`src/rtl/inst_mem_pkg.sv`:
```
// inst_mem_pkg: shared sizes and loader FSM encoding for the instruction memory write path.
package inst_mem_pkg;
    localparam int MEM_BYTES      = 1024;
    localparam int ADDR_W         = $clog2(MEM_BYTES);
    localparam int BYTES_PER_WORD = 4;
    typedef enum logic [1:0] {IDLE, ACCEPT, WRITE, DONE} loader_state_t;
endpackage

```
`src/rtl/word_byte_serializer.sv`:
```
// word_byte_serializer: holds a 32-bit word and shifts it out MSB-first, one byte per shift.
module word_byte_serializer
    import inst_mem_pkg::*;
(
    input  logic        clk,
    input  logic        rst_n,
    input  logic        load,
    input  logic        shift,
    input  logic [31:0] word,
    output logic [7:0]  byte_out,
    output logic        last
);
    logic [31:0] sh;
    logic [1:0]  idx;

    always_ff @(posedge clk or negedge rst_n) begin
        if (!rst_n) begin
            sh  <= '0;
            idx <= '0;
        end else if (load) begin
            sh  <= word;
            idx <= '0;
        end else if (shift) begin
            sh  <= {sh[23:0], 8'h00};
            idx <= idx + 2'd1;
        end
    end

    assign byte_out = sh[31:24];
    assign last     = idx == 2'(BYTES_PER_WORD - 1);
endmodule

```
`src/rtl/inst_mem_loader.sv`:
```
// inst_mem_loader: streams 32-bit words into the byte-wide instruction memory port, big-endian.
module inst_mem_loader #(
    parameter int ADDR_W = inst_mem_pkg::ADDR_W,
    parameter int DATA_W = 32,
    parameter int CNT_W  = 9
) (
    input  logic              clk,
    input  logic              rst_n,
    input  logic              start,
    input  logic [ADDR_W-1:0] base_addr,
    input  logic [CNT_W-1:0]  word_count,
    input  logic              in_valid,
    output logic              in_ready,
    input  logic [DATA_W-1:0] in_word,
    output logic              mem_we,
    output logic [ADDR_W-1:0] mem_addr,
    output logic [7:0]        mem_wdata,
    output logic              busy,
    output logic              done
);
    import inst_mem_pkg::*;

    loader_state_t     state;
    logic [ADDR_W-1:0] cur_addr;
    logic [CNT_W-1:0]  words_left;
    logic [7:0]        byte_out;
    logic              last;

    always_ff @(posedge clk or negedge rst_n) begin
        if (!rst_n) begin
            state      <= IDLE;
            cur_addr   <= '0;
            words_left <= '0;
        end else begin
            case (state)
                IDLE: if (start) begin
                    cur_addr   <= base_addr & ~ADDR_W'(3);
                    words_left <= word_count;
                    state      <= (word_count == '0) ? DONE : ACCEPT;
                end
                ACCEPT: if (in_valid) state <= WRITE;
                WRITE: begin
                    cur_addr <= cur_addr + ADDR_W'(1);
                    if (last) begin
                        words_left <= words_left - CNT_W'(1);
                        state      <= (words_left == CNT_W'(1)) ? DONE : ACCEPT;
                    end
                end
                default: state <= IDLE;
            endcase
        end
    end

    word_byte_serializer u_ser (
        .clk      (clk),
        .rst_n    (rst_n),
        .load     (state == ACCEPT && in_valid),
        .shift    (state == WRITE),
        .word     (in_word),
        .byte_out (byte_out),
        .last     (last)
    );

    // All outputs decode from flops only, so they move on clock edges alone.
    assign in_ready  = state == ACCEPT;
    assign busy      = state == ACCEPT || state == WRITE;
    assign done      = state == DONE;
    assign mem_we    = state == WRITE;
    assign mem_addr  = mem_we ? cur_addr : '0;
    assign mem_wdata = mem_we ? byte_out : '0;
endmodule
```
`config.mk`:
```
export PLATFORM = sky130hd
export DESIGN_NAME = inst_mem_loader
export DESIGN_NICKNAME = d
export VERILOG_FILES = /design/src/rtl/inst_mem_pkg.sv /design/src/rtl/word_byte_serializer.sv /design/src/rtl/inst_mem_loader.sv
export SDC_FILE = /design/constraint.sdc
export NUM_CORES = 1
export LEC_CHECK = 0
export CORE_MARGIN = 10
export CORE_UTILIZATION = 49
export CTS_CLUSTER_SIZE = 20
export DETAILED_ROUTE_END_ITERATION = 6
export PLACE_DENSITY = 0.76
export SLEW_MARGIN = 20
export SYNTH_ARGS = -nofsm -noshare
export SYNTH_HDL_FRONTEND = slang
export SYNTH_SLANG_ARGS = --single-unit
```
`constraint.sdc`:
```
create_clock -name clk -period 2.4 [get_ports clk]
set_clock_uncertainty 0.05 [all_clocks]
set_input_delay 0.36 -clock clk [delete_from_list [all_inputs] [get_ports clk]]
set_output_delay 0.36 -clock clk [all_outputs]
set_load 0.1 [all_outputs]
```
==> results of run 1 <==
## registers in the layout (all words and copies together), names as in the netlist
signal / flops
u_ser.sh: 32
cur_addr: 10
words_left: 9
state: 2
u_ser.idx: 2
## worst max-delay path, delay by kind of cell, from the launching register on
family / cells / cell delay, ps
buffers and inverters: 3 / 570
DFF: 1 / 450
adders and majority gates: 1 / 320
and+or+nand+nor: 1 / 210
## how the worst max path moves through the flow
stage | startpoint | end | depth (start not counted)
floorplan | state[0] | mem_addr[8] | 6
global placement | state[0] | words_left[2] | 6
detailed placement | state[0] | words_left[8] | 6
CTS | state[0] | mem_addr[3] | 5
global route | state[0] | mem_wdata[2] | 5
finish | state[0] | mem_wdata[1] | 5
## kinds of logic after synthesis
| group | count (synthesis) |
|---|---|
| buffers and inverters | 27 |
| adders and majority gates | 9 |
| DFF | 55 |
| xor gates and xnor gates | 1 |
| muxes | 30 |
| and+or+nand+nor | 108 |
| AOI/OAI and AO/OA | 90 |
## synth_stat cells, types with 2 or more instances
cell and number:
nand3_1 9, inv_1 7, o21a_1 2, nand2b_1 13, a31oi_1 3, buf_6 2
nand3b_1 2, clkbuf_1 11, ha_1 9, o22ai_1 9, buf_2 6, o31a_1 3
nand2_1 48, o2bb2ai_1 2, o21ai_1 31, dfrtp_1 55, a21oi_1 15, nor4_1 6
a2bb2oi_1 7, o21ai_0 15, nor2_1 6, and2_1 17, mux2i_1 27, mux2_2 2
## per-layer routing
layer | global-route usage | vias to the layer above
li1 | - | 1269
met1 | 0.171 | 1181
met2 | 0.239 | 74
met3 | 0.0615 | 2
met4 | 0.0331 | 0
met5 | 0 | -
## report_power, final
group	switching [µW]	leakage (µW)	total, µW	internal, µW
Sequential	338	0.000681	1680	1340
Clock	316	0.0000418	526	211
Combinational	2150	0.000968	3600	1440
Total	2810	0.00169	5800	3000
## cell type report
cell class,instances,area share
clock buffers,6,0.0175
inverters,8,0.0136
repair buffers,80,0.239
flip-flops and latches,55,0.332
well taps,75,0.0226
multi-input cells,238,0.372
clock inverters,2,0.00392
## per-stage QoR
stage	power, µW	hold WS [ps]	std cells	TNS [ps]
detailed placement	5300	460	456	0
floorplan	4260	14.4	320	-2040
global placement	5210	453	456	0
CTS	5840	140	464	0
global route	6170	154	464	0
finish	5800	114	464	0
==> results.sh, run 1 <==
export IMPL_status="finished clean"
export IMPL_netlist_area_um2=3030
export IMPL_synth_xor_area_frac=0.00289
export IMPL_synth_fp_nets=384
export IMPL_diodes=0
export IMPL_antenna_found_initial=0
export IMPL_wirelength_um=7340
export IMPL_r2r_setup_slack_ps=250
export IMPL_cellLeakagePower_uw=0.00169
export IMPL_ys_top_cells_by_area="dfrtp_1 (45%), mux2i_1 (8.9%), nand2_1 (5.9%), o21ai_1 (5.1%), ha_1 (3.7%)"
export IMPL_dpl_worst_slack_ps=287
export IMPL_clockBufferDepth=2
export IMPL_multi_input_area_um2=1540
export IMPL_max_freq_ghz=0.437
export IMPL_fillers=469
export IMPL_h_tree_depth=2
export IMPL_first_global_vias=2482
export IMPL_worst_slack_ps=111
export IMPL_track_usage=0.145
export IMPL_wl_met3_um=601
export IMPL_synth_flop_cell="dfrtp_1"
export IMPL_crit_top_cell="buf_12"
export IMPL_clk_latency_ps=310
export IMPL_ant_nets=0
export IMPL_dp_hpwl_um=5430
export IMPL_cts_buffers=5
export IMPL_die_area_um2=9730
export IMPL_grt_pass1_wl_um=12000
export IMPL_drt_pass1_iter_count=4
export IMPL_io_pins=77
export IMPL_place_area_um2=4060
export IMPL_peakVddDrop_mv=1.14
export IMPL_ys_ff_latch=55
export IMPL_finalMaxSlewViolations=0
export IMPL_rsz0062_at_grt="false"
export IMPL_cp_end_kind="output port"
export IMPL_wl_per_cell_um=15.8
export IMPL_synth_area_per_cell_um2=9.47
export IMPL_clk_pin_slew_worst_paths_ps=100
export IMPL_coreArea_um2=5960
export IMPL_worst_pin_slew_ps=703
export IMPL_drc=0
export IMPL_ys_warn_count=0
export IMPL_fp_row_count=28
export IMPL_routed_wl_met2_um=3530
export IMPL_muxShareOfSynthArea=0.101
export IMPL_drive_above_1_share=0.157
export IMPL_r2r_start="state[0]"
export IMPL_hold_viol_final=0
export IMPL_yosysTopAreaCellShare=0.454
export IMPL_setup_violations=0
export IMPL_synth_distinct_cells=37
export IMPL_worstPathMaxFanout=39
export IMPL_cts_setup_buffers=0
export IMPL_min_path_type="input pin to asynchronous set/reset pin"
export IMPL_required_ps=1990
export IMPL_gp_congestion=0.869
export IMPL_synthAdderAreaFrac=0.0372
export IMPL_critPathLaunchType="register"
export IMPL_die_h_um=98.6
export IMPL_synth_top_family_by_area="simple AND/OR/NAND/NOR gates"
export IMPL_post_cts_resized=0
export IMPL_cts_tree="done"
export IMPL_vias=2526
export IMPL_design_area_um2=4150
export IMPL_yosysSeqAreaShare=0.454
export IMPL_m1WireLength_um=3180
export IMPL_cp_cell_sequence="inv_1 -> ha_4 -> buf_12 -> and2_2 -> buf_12"
export IMPL_utilization=0.697
export IMPL_critPathSlowestCell="dfrtp_1"
export IMPL_drv_cap=0
export IMPL_pwr_density_cell_nw_per_um2=1400
export IMPL_relSlewSlack=0.532
export IMPL_die_x_um=98.6
export IMPL_layout_common_cells="dfrtp_1 (55), clkdlybuf4s50_1 (51), nand2_1 (48), o21ai_1 (31), mux2i_1 (27)"
export IMPL_cts_sinks=55
export IMPL_final_common_cell="dfrtp_1"
export IMPL_synth_top_cell_by_area="dfrtp_1"
export IMPL_synthArstFlopShare=1.00
export IMPL_synth_edf_count=0
export IMPL_drtIter0Drc=111
export IMPL_worstRegToRegCells=6
export IMPL_netlist_instances=320
export IMPL_top_layer="met4"
export IMPL_r2r_end="words_left[8]"
export IMPL_synth_compound_area_frac=0.175
export IMPL_finalCritPeriodShare=0.954
export IMPL_worst_endpoint_arrival_ps=1880
export IMPL_seq_area_um2=1380
export IMPL_holdBufCountCts=0
export IMPL_worstSetupPathType="register to output port"
export IMPL_final_nets=452
export IMPL_period_minus_slack_ps=2290
export IMPL_clock_root_buffer="clkbuf_8"
export IMPL_crit_path_max_incr_delay_ps=450
export IMPL_port_buffers=74
export IMPL_overflow=0
export IMPL_start_util=0.509
export IMPL_synthSimpleGateAreaFrac=0.180
export IMPL_synthToLayoutAreaGrowth_pct=37.0
export IMPL_via_per_inst=5.44
export IMPL_grt_max_degree=67
Note: power is estimated with default switching activity, not from simulation.
==> run 2, diff against run 1 <==
- ABC_AREA: default -> 0
- CORE_UTILIZATION: 49 -> 25
- PLACE_DENSITY: 0.76 -> 0.5
==> run 2 against run 1 <==
Design area increased by 4.3%. Count of clock-buffer cells in the layout down 1. Non-clock buffer count rose by 2. Critical endpoint is now mem_wdata[0]. Largest cell class unchanged. Maximum frequency rose by 0.67%. Highest routed layer unchanged. Via count increased by 0.87%.
==> results.sh, run 2 (synthesis results as in run 1) <==
export IMPL_p_sw_uw=2890
export IMPL_setup_tns_ps=0
export IMPL_drtIter0Drc=126
export IMPL_cts_buffers=5
export IMPL_path_buf_inv=3
export IMPL_crit_path_max_incr_delay_ps=440
export IMPL_p_int_uw=3190
export IMPL_finalCritPeriodShare=0.947
export IMPL_die_area_um2=16900
export IMPL_dp_cells=530
export IMPL_overflow=0
export IMPL_final_nets=454
export IMPL_cts_tree="done"
export IMPL_drive_above_1_share=0.164
export IMPL_h_tree_depth=2
export IMPL_fillers=1201
export IMPL_start_util=0.253
export IMPL_cts_sinks=55
export IMPL_pwr_density_cell_nw_per_um2=1410
export IMPL_wirelength_um=8420
export IMPL_vias=2548
export IMPL_die_h_um=130
export IMPL_holdBufCountCts=0
export IMPL_critPathTopFamily="buffers and inverters"
export IMPL_finalMaxSlewViolations=0
export IMPL_first_global_vias=2657
export IMPL_die_x_um=130
export IMPL_period_minus_slack_ps=2270
export IMPL_ant_nets=0
export IMPL_worstPathMaxFanout=46
export IMPL_clock_power_share=0.127
export IMPL_antenna_found_initial=1
export IMPL_design_area_um2=4330
export IMPL_max_freq_ghz=0.440
export IMPL_largest_register="u_ser.sh"
export IMPL_hold_viol_final=0
export IMPL_cts_setup_buffers=0
export IMPL_via_per_inst=4.74
export IMPL_worstSetupPathType="register to output port"
export IMPL_clockBufferDepth=2
export IMPL_fp_row_count=40
export IMPL_drv_cap=0
export IMPL_synthToLayoutAreaGrowth_pct=42.9
export IMPL_post_cts_resized=0
export IMPL_switching_share=0.475
export IMPL_seqPwrFrac=0.276
export IMPL_relSlewSlack=0.597
export IMPL_fin_cells=538
export IMPL_peakVddDrop_mv=0.580
export IMPL_gp_congestion=0.786
export IMPL_place_area_um2=4180
export IMPL_coreArea_um2=12000
export IMPL_track_usage=0.0996
export IMPL_wl_per_cell_um=15.6
export IMPL_drc=0
export IMPL_min_path_type="input pin to asynchronous set/reset pin"
export IMPL_utilization=0.362
export IMPL_worst_endpoint_arrival_ps=1860
export IMPL_io_pins=77
export IMPL_layout_common_cells="dfrtp_1 (55), clkdlybuf4s50_1 (51), nand2_1 (48), o21ai_1 (31), mux2i_1 (27)"
export IMPL_power_frac_comb=0.597
export IMPL_diodes=0
export IMPL_largest_register_ffs=32
export IMPL_worst_pin_slew_ps=604
export IMPL_clk_latency_ps=300
export IMPL_setup_violations=0
export IMPL_grt_max_degree=47
export IMPL_critPathLaunchType="register"
export IMPL_top_regs="u_ser.sh (32), cur_addr (10), words_left (9)"
export IMPL_required_ps=1990
export IMPL_crit_top_cell="buf_12"
export IMPL_critPathSlowestCell="dfrtp_1"
export IMPL_cp_end_kind="output port"
export IMPL_drt_pass1_iter_count=4
export IMPL_cellLeakagePower_uw=0.00173
export IMPL_grt_pass1_wl_um=13600
export IMPL_rsz0062_at_grt="false"
export IMPL_port_buffers=74
export IMPL_status="finished clean"
export IMPL_final_common_cell="dfrtp_1"
export IMPL_holdWs_ps=9.28
export IMPL_dp_hpwl_um=6370
export IMPL_cp_cell_sequence="inv_1 -> ha_4 -> buf_12 -> and2_2 -> buf_12"
export IMPL_clock_root_buffer="clkbuf_16"
export IMPL_clk_pin_slew_worst_paths_ps=80
==> run 2: worst register-to-register path, stage by stage, from the launching register on <==
cell and delay (ps):
dfrtp_1 430, inv_1 120, ha_1 290, mux2_2 400, and2_1 450, o21a_1 190
a2bb2oi_1 150
==> run 2: power by group through the flow <==
stage	Sequential (µW)	Combinational, µW	Clock [µW]
2_1_floorplan	1590	2670	0
3_3_place_gp	1680	3620	0
3_5_place_dp	1700	3660	0
4_1_cts	1680	3670	808
5_1_grt	1750	3920	844
6_report	1680	3640	772
==> run 2: metal layers <==
metal / up-vias / track usage / wire length, µm
met5: - / 0 / 0
met4: 0 / 0.0258 / 73
met3: 5 / 0.0438 / 808
met2: 73 / 0.153 / 3770
met1: 1200 / 0.124 / 3760
li1: 1270 / - / -
==> run 2: path summary, 6_finish.rpt <==
check                              start             to  slack, ps  depth (start not counted)
max                             state[0]   mem_wdata[0]        130                          5
min                                rst_n   u_ser.sh[13]          9                          1
max reg2reg                     state[0]  words_left[2]        240                          6
min reg2reg                words_left[8]  words_left[8]        480                          1
max in group asynchronous          rst_n    cur_addr[0]       1620                          2
min in group clk           words_left[8]  words_left[8]        480                          1
==> run 2: final cells by class <==
class,instances,area [µm²],share of cell area
Clock buffer,5,125,0.0289
Sequential cell,55,1380,0.318
Multi-Input combinational cell,238,1540,0.356
Clock inverter,3,27.5,0.00636
Inverter,8,56.3,0.0130
Timing Repair Buffer,82,1020,0.235
Tap cell,147,184,0.0425
==> run 2: metrics by stage <==
stage | total power [µW] | setup WS (ps)
floorplan | 4260 | -128
global placement | 5300 | 313
detailed placement | 5360 | 268
CTS | 6160 | 112
global route | 6520 | 38.7
finish | 6090 | 126
==> run 3, diff against run 2 <==
- GPL_TIMING_DRIVEN: default -> 0
==> run 3 against run 2 <==
Non-clock buffer count increased by 15. Combinational power down 3%. Via count rose by 2.1%. Worst setup slack worse by 61 ps. Register-to-register slack improved by 120 ps. Count of clock-buffer cells in the layout stayed put. Power is 1.5% lower. Design area decreased by 1.4%. Critical path depth fell by 2. Global-route usage increased by 0.90 points. Die area did not move. Largest cell class unchanged.
==> results.sh, run 3 (synthesis results as in run 1) <==
export IMPL_dp_hpwl_um=6930
export IMPL_r2r_end="cur_addr[3]"
export IMPL_clk_latency_ps=300
export IMPL_first_global_vias=2803
export IMPL_period_minus_slack_ps=2340
export IMPL_gp_congestion=0.787
export IMPL_critPathLaunchType="register"
export IMPL_setup_violations=0
export IMPL_largest_register="u_ser.sh"
export IMPL_layout_common_cells="dfrtp_1 (55), clkdlybuf4s50_1 (51), nand2_1 (48), o21ai_1 (31), mux2i_1 (27)"
export IMPL_min_path_type="input pin to asynchronous set/reset pin"
export IMPL_h_tree_depth=2
export IMPL_coreArea_um2=12000
export IMPL_cts_buffers=5
export IMPL_power_frac_comb=0.589
export IMPL_die_area_um2=16900
export IMPL_top_layer="met4"
export IMPL_die_h_um=130
export IMPL_top_regs="u_ser.sh (32), cur_addr (10), words_left (9)"
export IMPL_hold_viol_final=0
export IMPL_drc=0
export IMPL_die_x_um=130
export IMPL_worst_endpoint_arrival_ps=1930
export IMPL_final_common_cell="dfrtp_1"
export IMPL_pwr_density_cell_nw_per_um2=1400
export IMPL_wirelength_um=9110
export IMPL_worstPathMaxFanout=5
export IMPL_via_per_inst=4.71
export IMPL_clock_power_share=0.132
export IMPL_cp_end_kind="output port"
export IMPL_p_sw_uw=2930
export IMPL_utilization=0.357
export IMPL_p_int_uw=3060
export IMPL_status="finished clean"
export IMPL_r2r_setup_slack_ps=360
export IMPL_drtIter0Drc=189
export IMPL_r2r_start="state[1]"
export IMPL_overflow=0
export IMPL_grt_max_degree=34
export IMPL_peakVddDrop_mv=0.476
export IMPL_antenna_found_initial=0
export IMPL_clock_root_buffer="clkbuf_16"
export IMPL_crit_path_start="state[0]"
export IMPL_drv_cap=0
export IMPL_m1WireLength_um=4490
export IMPL_required_ps=1990
export IMPL_max_freq_ghz=0.428
export IMPL_cts_tree="done"
export IMPL_drt_pass1_iter_count=4
export IMPL_largest_register_ffs=32
export IMPL_ant_nets=0
export IMPL_worstSetupPathType="register to output port"
export IMPL_finalMaxSlewViolations=0
export IMPL_final_nets=469
export IMPL_worst_pin_slew_ps=962
export IMPL_cts_sinks=55
export IMPL_clk_pin_slew_worst_paths_ps=80
export IMPL_switching_share=0.489
export IMPL_wl_met3_um=688
export IMPL_grt_pass1_wl_um=14600
export IMPL_diodes=0
export IMPL_track_usage=0.109
export IMPL_setup_tns_ps=0
export IMPL_start_util=0.253
export IMPL_io_pins=77
export IMPL_worstRegToRegCells=6
export IMPL_drive_above_1_share=0.170
export IMPL_vias=2602
export IMPL_clockBufferDepth=2
export IMPL_cellLeakagePower_uw=0.00176
export IMPL_relSlewSlack=0.361
export IMPL_synthToLayoutAreaGrowth_pct=40.9
export IMPL_finalCritPeriodShare=0.973
export IMPL_seqPwrFrac=0.279
export IMPL_port_buffers=74
export IMPL_routed_wl_met2_um=3860
export IMPL_wl_per_cell_um=16.5
export IMPL_fp_row_count=40
export IMPL_rsz0062_at_grt="false"
## run 3: cell types whose count changed in the layout (fill, tap and decap cells not counted), sizes merged
cell	delta
clkinv	+1
dlygate4sd3	+1
clkdlybuf4s15	+1
clkinvlp	-1
clkbuf	+10
dlygate4sd2	+3
## run 3: routing by layer
metal  vias up  track usage
met5         -            0
met4         0       0.0245
met3        11       0.0381
met2        70        0.156
met1      1221        0.152
li1       1300            -
## run 3: layout make-up
| cell class | count | area [µm²] |
|---|---|---|
| Fill cell | 1190 | 7690 |
| Multi-Input combinational cell | 238 | 1530 |
| Sequential cell | 55 | 1380 |
| Timing Repair Buffer | 78 | 853 |
| Tap cell | 147 | 184 |
| Clock buffer | 5 | 125 |
| Buffer | 19 | 109 |
| Inverter | 8 | 56.3 |
| Clock inverter | 3 | 31.3 |
## run 3: how the worst max path moves through the flow
stage / depth (start not counted) / to / slack (ps)
CTS: 7 / mem_wdata[6] / 1
detailed placement: 7 / mem_wdata[6] / -870
global route: 7 / mem_addr[7] / 0.05
global placement: 1 / words_left[1] / -960
floorplan: 6 / mem_addr[8] / -130
finish: 3 / busy / 60
## run 3: repair_timing
| action | 4_1_cts | 5_1_grt |
|---|---|---|
| setup endpoints to repair | 22 | 31 |
| hold endpoints to repair | 22 | 0 |
| buffers inserted | 0 | 2 |
| gates resized for setup | 129 | 27 |
| hold buffers | 1 | 0 |
## run 3: critical path, cell delays in order (launching register included)
cell,delay [ps]
dfrtp_1,420
inv_1,80
ha_1,280
dlygate4sd2_1,850
## run 3: power by group through the flow
stage               clock [µW]  sequential (µW)  combinational, µW
finish                     792             1670               3530
global route               841             1730               3830
CTS                        811             1680               3460
detailed placement           0             1700               3420
global placement             0             1680               3400
floorplan                    0             1590               2670
## run 3: per-stage QoR
stage | hold slack [ps] | worst slack, ps | area, µm² | instances | total power, µW
finish | 444 | 64.8 | 4270 | 553 | 5990
global route | 481 | 0.0477 | 4270 | 553 | 6400
CTS | 454 | 1.12 | 4190 | 551 | 5950
detailed placement | 232 | -868 | 4000 | 542 | 5120
global placement | 452 | -961 | 3980 | 541 | 5080
floorplan | 14.4 | -128 | 3060 | 320 | 4260
